<file path="src/rtl/local_injector.sv">
// local_injector: turns packet descriptors plus a payload word stream into
// HEAD/BODY/TAIL flits for the router local input port.
// Each packet gets a virtual channel, and on/off back-pressure is honoured per VC.
// Optional feature: define INJ_RR_VC_EN to select the VC round-robin.
// By default the lowest-index allocatable VC is chosen.

package noc_params;
    localparam int DEST_ADDR_SIZE_X = 2;
    localparam int DEST_ADDR_SIZE_Y = 2;
    localparam int VC_SIZE          = 2;
    localparam int FLIT_DATA_SIZE   = 16;

    typedef enum logic [1:0] {
        HEAD = 2'd0,
        BODY = 2'd1,
        TAIL = 2'd2
    } flit_label_t;

    // Head flits carry the destination and have zero data.
    // Body/tail flits carry one payload word and have zero destination fields.
    typedef struct packed {
        flit_label_t                 label;
        logic [VC_SIZE-1:0]          vc_id;
        logic [DEST_ADDR_SIZE_X-1:0] dest_x;
        logic [DEST_ADDR_SIZE_Y-1:0] dest_y;
        logic [FLIT_DATA_SIZE-1:0]   data;
    } flit_t;
endpackage

module local_injector
    import noc_params::*;
#(
    parameter int VC_NUM      = 2,
    parameter int MAX_PKT_LEN = 8,
    parameter int LEN_W       = $clog2(MAX_PKT_LEN + 1)
) (
    input  logic                        clk,
    input  logic                        rst,
    input  logic                        pkt_valid_i,
    output logic                        pkt_ready_o,
    input  logic [DEST_ADDR_SIZE_X-1:0] dest_x_i,
    input  logic [DEST_ADDR_SIZE_Y-1:0] dest_y_i,
    input  logic [LEN_W-1:0]            pkt_len_i,
    input  logic                        pld_valid_i,
    output logic                        pld_ready_o,
    input  logic [FLIT_DATA_SIZE-1:0]   pld_data_i,
    output flit_t                       data_o,
    output logic                        valid_flit_o,
    input  logic [VC_NUM-1:0]           on_off_i,
    input  logic [VC_NUM-1:0]           is_allocatable_i,
    output logic                        err_o
);

    localparam int VC_W = (VC_NUM > 1) ? $clog2(VC_NUM) : 1;

    localparam logic [1:0] IDLE   = 2'd0;
    localparam logic [1:0] VC_SEL = 2'd1;
    localparam logic [1:0] SEND   = 2'd2;

    localparam logic [LEN_W-1:0] MAX_LEN = LEN_W'(MAX_PKT_LEN);

    logic [1:0]                  state_q;
    logic [DEST_ADDR_SIZE_X-1:0] dest_x_q;
    logic [DEST_ADDR_SIZE_Y-1:0] dest_y_q;
    logic [LEN_W-1:0]            cnt_q;
    logic [VC_W-1:0]             vc_q;
    logic                        head_done_q;

    logic                        handshake;
    logic                        len_ok;
    logic                        head_issue;
    logic                        body_issue;
    logic                        is_tail;
    logic                        sel_found;
    logic [VC_W-1:0]             sel_vc;
    flit_t                       flit_d;

`ifdef INJ_RR_VC_EN
    logic [VC_W-1:0]             rr_ptr_q;
`endif

    // Handshake, issue conditions and payload back-pressure.
    // Reset gates pkt_ready_o directly, so it is low while rst is high.
    assign pkt_ready_o = (state_q == IDLE) && !rst;
    assign handshake   = pkt_valid_i && pkt_ready_o;
    assign len_ok      = (pkt_len_i != '0) && (pkt_len_i <= MAX_LEN);
    assign head_issue  = (state_q == SEND) && !head_done_q && on_off_i[vc_q];
    assign body_issue  = (state_q == SEND) && head_done_q && on_off_i[vc_q] && pld_valid_i;
    assign pld_ready_o = body_issue;
    assign is_tail     = (cnt_q == LEN_W'(1));

    // Choose a VC among the allocatable ones. The loop runs from high to low,
    // so the last hit written is the winner.
    always_comb begin
        // NOTE: every always_comb output gets a default first; otherwise a path
        // that skips the assignment infers a latch.
        sel_found = 1'b0;
        sel_vc    = '0;
`ifdef INJ_RR_VC_EN
        for (int i = VC_NUM - 1; i >= 0; i--) begin
            if (is_allocatable_i[(int'(rr_ptr_q) + i) % VC_NUM]) begin
                sel_found = 1'b1;
                sel_vc    = VC_W'((int'(rr_ptr_q) + i) % VC_NUM);
            end
        end
`else
        for (int i = VC_NUM - 1; i >= 0; i--) begin
            if (is_allocatable_i[i]) begin
                sel_found = 1'b1;
                sel_vc    = VC_W'(i);
            end
        end
`endif
    end

    // Build the flit that is registered when an issue condition holds.
    always_comb begin
        flit_d       = '0;
        flit_d.vc_id = VC_SIZE'(vc_q);
        if (head_issue) begin
            flit_d.label  = HEAD;
            flit_d.dest_x = dest_x_q;
            flit_d.dest_y = dest_y_q;
        end else begin
            flit_d.label = is_tail ? TAIL : BODY;
            flit_d.data  = pld_data_i;
        end
    end

    // Packet FSM: accept descriptor, pick VC, then stream head and payload.
    always_ff @(posedge clk or posedge rst) begin
        // NOTE: control state is reset so the FSM leaves reset in a known state.
        // Sequential state uses <= so every register samples pre-edge values.
        if (rst) begin
            state_q     <= IDLE;
            dest_x_q    <= '0;
            dest_y_q    <= '0;
            cnt_q       <= '0;
            vc_q        <= '0;
            head_done_q <= 1'b0;
        end else begin
            case (state_q)
                IDLE: begin
                    if (handshake && len_ok) begin
                        dest_x_q <= dest_x_i;
                        dest_y_q <= dest_y_i;
                        cnt_q    <= pkt_len_i;
                        state_q  <= VC_SEL;
                    end
                end
                VC_SEL: begin
                    if (sel_found) begin
                        vc_q        <= sel_vc;
                        head_done_q <= 1'b0;
                        state_q     <= SEND;
                    end
                end
                SEND: begin
                    if (head_issue) begin
                        head_done_q <= 1'b1;
                    end
                    if (body_issue) begin
                        cnt_q <= cnt_q - LEN_W'(1);
                        if (is_tail) begin
                            head_done_q <= 1'b0;
                            state_q     <= IDLE;
                        end
                    end
                end
                default: state_q <= IDLE;
            endcase
        end
    end

    // Registered flit output and one-cycle error pulse.
    // data_o holds its last value when no flit is issued.
    always_ff @(posedge clk or posedge rst) begin
        if (rst) begin
            valid_flit_o <= 1'b0;
            data_o       <= '0;
            err_o        <= 1'b0;
        end else begin
            valid_flit_o <= head_issue || body_issue;
            if (head_issue || body_issue) begin
                data_o <= flit_d;
            end
            err_o <= handshake && !len_ok;
        end
    end

`ifdef INJ_RR_VC_EN
    // Round-robin pointer moves to the VC after the one just chosen.
    always_ff @(posedge clk or posedge rst) begin
        if (rst) begin
            rr_ptr_q <= '0;
        end else if (state_q == VC_SEL && sel_found) begin
            rr_ptr_q <= (int'(sel_vc) == VC_NUM - 1) ? '0 : sel_vc + VC_W'(1);
        end
    end
`endif

endmodule

</file>
<file path="config.mk">
export PLATFORM = sky130hd
export DESIGN_NAME = local_injector
export DESIGN_NICKNAME = d
export VERILOG_FILES = /design/src/rtl/local_injector.sv
export SDC_FILE = /design/constraint.sdc
export NUM_CORES = 1
export LEC_CHECK = 0
export ABC_CLOCK_PERIOD_IN_PS = 2000
export CORE_MARGIN = 2
export CORE_UTILIZATION = 44
export DETAILED_ROUTE_END_ITERATION = 8
export GPL_TIMING_DRIVEN = 0
export HOLD_SLACK_MARGIN = 0.12
export PLACE_DENSITY = 0.77
export SKIP_LAST_GASP = 1
export SYNTH_ARGS = -nofsm -noshare
export SYNTH_HDL_FRONTEND = slang
export SYNTH_SLANG_ARGS = --single-unit
</file>
<file path="constraint.sdc">
create_clock -name clk -period 2 [get_ports clk]
set_input_delay 0.4 -clock clk [delete_from_list [all_inputs] [get_ports clk]]
set_output_delay 0.4 -clock clk [all_outputs]
set_load 0.005 [all_outputs]
</file>
### After elaboration in Yosys (flattened, before gate mapping)

Cells that the tools add are included.
W data, S select, Z words.

* flip-flop bits (word level): 37
* output and inout bits: 28
* logic and storage cells: 68
* bits of input ports: 32

* add/subtract/negate cells: 1
* equal/unequal tests: 7
* reduce and logical (&&, ||, !) cells: 23
* order comparisons: 2
* multiplexer cells: 22

Operators with widths (count)
* $mux W16: 1
* $mux W2: 6
* $mux W4: 3
* $logic_and A1 B1 Y1: 10
* $mux W1: 9
* $pmux W4 S2: 1
* $ne A2 B2 Y1 const B: 3
* $pmux W2 S3: 1
* $reduce_and A2 Y1: 3
* $eq A4 B1 Y1 const B: 1
* $le A4 B4 Y1 const B: 1
* $reduce_and A4 Y1: 1
* $reduce_bool A2 Y1: 2
* $reduce_bool A4 Y1: 1
* $sub A4 B1 Y4 const B: 1
* $logic_not A1 Y1: 3
* $reduce_and A3 Y1: 1
* $eq A2 B1 Y1 const B: 1
* $eq A2 B2 Y1 const B: 1
* $logic_not A2 Y1: 1
* $lt A1 B2 Y1 const B: 1
* $ne A2 B1 Y1 const B: 1
* $pmux W1 S2: 1
* $logic_or A1 B1 Y1: 1

### Depth between registers and ports, before layout

Gate-level depths: netlist of run 1.

* depth in word-level cells: 7
* depth in mapped cells: 6
* mapped depth without buffers: 5

### Worst setup path after synthesis of run 1

Ideal clock, no wire load.

* path kind: register to register
* from: register state_q[0]
* to: register dest_x_q[0]
* library setup time: 0.125 ns
* cell stages (with the launch flop): 4
* data required time: 1.875 ns
* clock period less this slack: 1.771 ns
* arrival time: 1.646 ns
* path slack: 0.229 ns
* path through: dfrtp_1 or4b_4 nor3_4 mux2_2

* cells in the longest elaborated chain, start to end: 5

RTL lines
* from (decl): line 62 `logic [1:0] state_q;`
* from (signal assigned): line 135 `state_q <= IDLE;`
* from (signal assigned): line 148 `state_q <= VC_SEL;`
* from (signal assigned): line 155 `state_q <= SEND;`
* $logic_not A2 Y1 *: line 84, 142
* $logic_and A1 B1 Y1: line 84 `assign pkt_ready_o = (state_q == IDLE) && !rst;`
* $logic_and A1 B1 Y1: line 85 `assign handshake = pkt_valid_i && pkt_ready_o;`
* $logic_and A1 B1 Y1: line 144 `if (handshake && len_ok) begin`
* $reduce_and A2 Y1 (no line) *
* to (signal assigned): line 145 `dest_x_q <= dest_x_i;`
* to (decl): line 63 `logic [DEST_ADDR_SIZE_X-1:0] dest_x_q;`

Every way passes the cells marked *; elsewhere a longest branch is shown, timed or not.
A chain may end at the register's enable or synchronous reset.

### Worst setup path in the final report of run 1

* from: input port rst
* to: register dest_y_q[0]

* cells in the longest elaborated chain, start to end: 5

RTL lines
* from (decl): line 38 `input logic rst,`
* $logic_not A1 Y1 (no line)
* $logic_and A1 B1 Y1: line 84
* $logic_and A1 B1 Y1: line 85
* $logic_and A1 B1 Y1: line 144
* $reduce_and A2 Y1 (no line)
* to (signal assigned): line 146 `dest_y_q <= dest_y_i;`
* to (decl): line 64 `logic [DEST_ADDR_SIZE_Y-1:0] dest_y_q;`

Every way passes these cells.

==> qor.csv, run 1 <==
stage,metric,value,unit
cts,CTS tree,done,
synth,Synth Area in Compound Gates,8.82,%
global_routing,global-route wire length before repair,6530,um
outcome,status,"complete, no violations",
worst_setup_path,CP top delay family,simple AND/OR/NAND/NOR gates,
synth,asr flop ratio synth,100,%
cells_and_area,most frequent cells in the layout,"clkdlybuf4s50_1, dfrtp_1, nor2_1",
cts,number of buffers created by CTS,5,
floorplan,Starting Density,44.9,%
timing,final worst-path cycle share,97.4,%
synth,largest family of logic cells by synthesized area,simple AND/OR/NAND/NOR gates,
floorplan,die area,4180,um^2
cells_and_area,area occupied by multi-input gates,669,um^2
power_and_ir_drop,P_sw,977,uW
worst_setup_path,CP Cell Sequence,clkdlybuf4s50_1 > or4b_4 > nor3_4 > buf_12 > mux2_2,
place,placed cell area,2260,um^2
job,Max Cap Viol,0,
synth,xor and xnor fraction of the mapped netlist area,0,%
worst_hold_path,Hold Crit Class,reg -> reg,
timing,actual slew at the worst max-slew pin,0.754,ns
power_and_ir_drop,sequential power share,41.6,%
cts,CTS Hold Bufs,0,
power_and_ir_drop,Peak VDD IR,847,uV
global_routing,initial antenna violation count,0,
global_routing,gr usage total,20.4,%
place,Post-DP HPWL,2680,um
worst_setup_path,"Max FO, Critical Path",9,
power_and_ir_drop,switching share of power,31.4,%
cts,Clock Pin Slew Worst Setup and Hold Paths,0.07,ns
place,routability cong.,0.744,
cells_and_area,final net count,248,
synth,simple-gate share of the synthesized area,14.8,%
power_and_ir_drop,Leak Pwr,0.00107,uW
route,WL final,3730,um
floorplan,core area,3610,um^2
cts,H-tree depth,2,
route,via density per instance,5.02,
worst_setup_path,Startpoint Class,primary input,
cells_and_area,storage element area,926,um^2
global_routing,grt total ovfl,0,
cells_and_area,Diodes inserted,0,
synth,"EDFF count, synth",0,
timing,RSZ-0062 raised after global routing,false,
cts,clk_lat worst skew,0.29,ns
timing,max-slew violations,0,
worst_setup_path,CP bufs+invs,2,
worst_setup_path,Setup crit end kind,flop,
worst_setup_path,Worst path slowest cell,or4b_4,
route,drt initial violations,46,
synth,top_reg_cell synth,dfrtp_1,
cts,worst-case clock buffer depth,2,
power_and_ir_drop,Internal,2130,uW
cells_and_area,fill count,282,
worst_setup_path,CP peak stage delay,0.54,ns
cells_and_area,"leading cell type in the layout, fill and taps excluded",clkdlybuf4s50_1,
floorplan,Die Span Y,64.6,um
route,Wirelength per Cell,14.2,um
worst_setup_path,required time worst endpoint,2.17,ns
synth,Adder-Cell Fraction of Synth Area,1.55,%
timing,Tmin final,1.95,ns
cells_and_area,Area growth syn-to-layout,50.6,%
global_routing,vias in the first global route,1410,
floorplan,die extent in x,64.6,um
cells_and_area,final instance area,2440,um^2
timing,# setup viols final,0,
worst_setup_path,Worst Path Arrival,2.12,ns
place,PortBufs,58,
cts,Num Clock Sinks,37,
cts,clk root buf,clkbuf_8,
synth,Post-Syn Instances,143,
synth,Syn Nets,177,
timing,f_max,513,MHz
power_and_ir_drop,P per Cell Area,1280,nW/um^2
synth,Mean Syn Cell Area,11.3,um^2
power_and_ir_drop,total chip power,3110,uW
route,Pre-antenna DRT Iters,4,
synth,post-synthesis mux area share,14.0,%
worst_setup_path,R2R Setup Slk,0.10,ns
route,Post-DRT Antenna Nets,0,
floorplan,num ports,60,
worst_setup_path,Setup CP Type,in -> reg,
power_and_ir_drop,combinational power share,42.5,%
synth,Synth Warn #,0,
synth,library cells used by synthesis,31,
route,DRC,0,
synth,number of synthesized register bits,37,
global_routing,largest net degree at the start of global routing,38,
floorplan,Rows,22,
synth,sequential area share after synthesis,57.2,%
route,via count,1320,
cells_and_area,fraction of layout cells with a size suffix above 1,14.4,%
timing,Fin. Hold Viols,0,
synth,synthesized area,1620,um^2
timing,Setup Skew,0.00965,ns
timing,slew margin rel.,49.6,%
power_and_ir_drop,clock group share of total power,15.9,%
state kept, by name (all words and copies together), names as in the netlist:
name and count:
cnt_q 4, data_o 23, dest_x_q 2, dest_y_q 2, err_o 1, head_done_q 1
state_q 2, valid_flit_o 1, vc_q 1
area by class of cell:
type,instances,area share [%]
plain buffers,5,1.49
clock buffers,8,3.29
inverters,6,0.924
multi-input cells,94,27.5
flip-flops and latches,37,38.0
well taps,48,2.47
repair buffers,65,26.3
cell usage after synthesis (2+ instances only):
cell type   n  area (um^2)
a21oi_1     8         40.0
a22o_1      4         35.0
buf_4       2         15.0
clkbuf_1    3         11.3
dfrtp_1    37          926
ha_1        2         25.0
inv_1       6         22.5
mux2_2      5         56.3
mux2i_1    17          170
nand2b_1    2         12.5
nand3_1     3         15.0
nor2_1     25         93.8
nor3_1      6         30.0
nor3_4      2         32.5
o21ai_0     5         25.0
per-stage QoR:
step / TNS [ns] / hold slack, ns / instances / utilization, % / setup slack (ns)
6_report: 0 / 0.495 / 263 / 67.6 / 0.0516
4_1_cts: 0 / 0.504 / 263 / 67.2 / 0.0577
3_5_place_dp: -10.66 / 0.489 / 249 / 62.6 / -0.626
5_1_grt: 0 / 0.529 / 263 / 67.6 / 0.00198
2_1_floorplan: 0 / 0.462 / 143 / - / 0.229
3_3_place_gp: -5.49 / 0.471 / 249 / 62.6 / -0.608
kinds of logic after synthesis:
family,Yosys count
adders and majority gates,2
muxes,22
DFF,37
other,1
AOI/OAI and AO/OA,23
and+or+nand+nor,46
buffers and inverters,12
per-layer routing:
layer	up-vias	track usage (%)	part of all wire, %
li1	633	-	-
met1	631	25.3	43
met2	47	33.5	47
met3	9	6.60	8.2
met4	0	7.71	1.7
met5	-	0	0
power groups by stage:
stage                     sequential [uW]  combinational, uW  clock (uW)
after floorplan                      1290                575           0
after global placement               1280               1210           0
after detailed placement             1300               1260           0
after CTS                            1300               1330         503
after global routing                 1340               1470         543
final                                1290               1320         494
repair_timing:
item	4_1_cts	5_1_grt
pin swaps	2	0
endpoints found under the setup margin	7	22
gates resized for setup	9	6
buffers inserted	7	0
worst register-to-register path: stages, from the launching register on:
cell	delay, ns
dfrtp_1	0.38
buf_4	0.15
or4b_4	0.55
nor3_4	0.21
buf_12	0.15
mux2_2	0.33
path summary, 6_finish.rpt:
| kind | cells after the start | end | start |
|---|---|---|---|
| setup / recovery | 5 | dest_y_q[0]$_DFFE_PP0P_ | rst |
| hold / removal | 1 | data_o[18]$_DFFE_PP0P_ | dest_x_q[0]$_DFFE_PP0P_ |
| setup reg to reg | 5 | dest_y_q[0]$_DFFE_PP0P_ | state_q[0]$_DFFE_PP0P_ |
| hold reg to reg | 1 | data_o[18]$_DFFE_PP0P_ | dest_x_q[0]$_DFFE_PP0P_ |
| max in group asynchronous | 2 | data_o[6]$_DFFE_PP0P_ | rst |
| min in group asynchronous | 2 | cnt_q[3]$_DFFE_PP0P_ | rst |
(Power assumes the default switching activity.)
==> inputs of run 2 (changes only) <==
--- a/config.mk
+++ b/config.mk
@@ -13,6 +13,7 @@
 export HOLD_SLACK_MARGIN = 0.12
 export PLACE_DENSITY = 0.77
 export SKIP_LAST_GASP = 1
+export SLEW_MARGIN = 10
 export SYNTH_ARGS = -nofsm -noshare
 export SYNTH_HDL_FRONTEND = slang
 export SYNTH_SLANG_ARGS = --single-unit
==> results of run 2 <==
No change in the layout: final DEF, timing and power equal those of run 1.
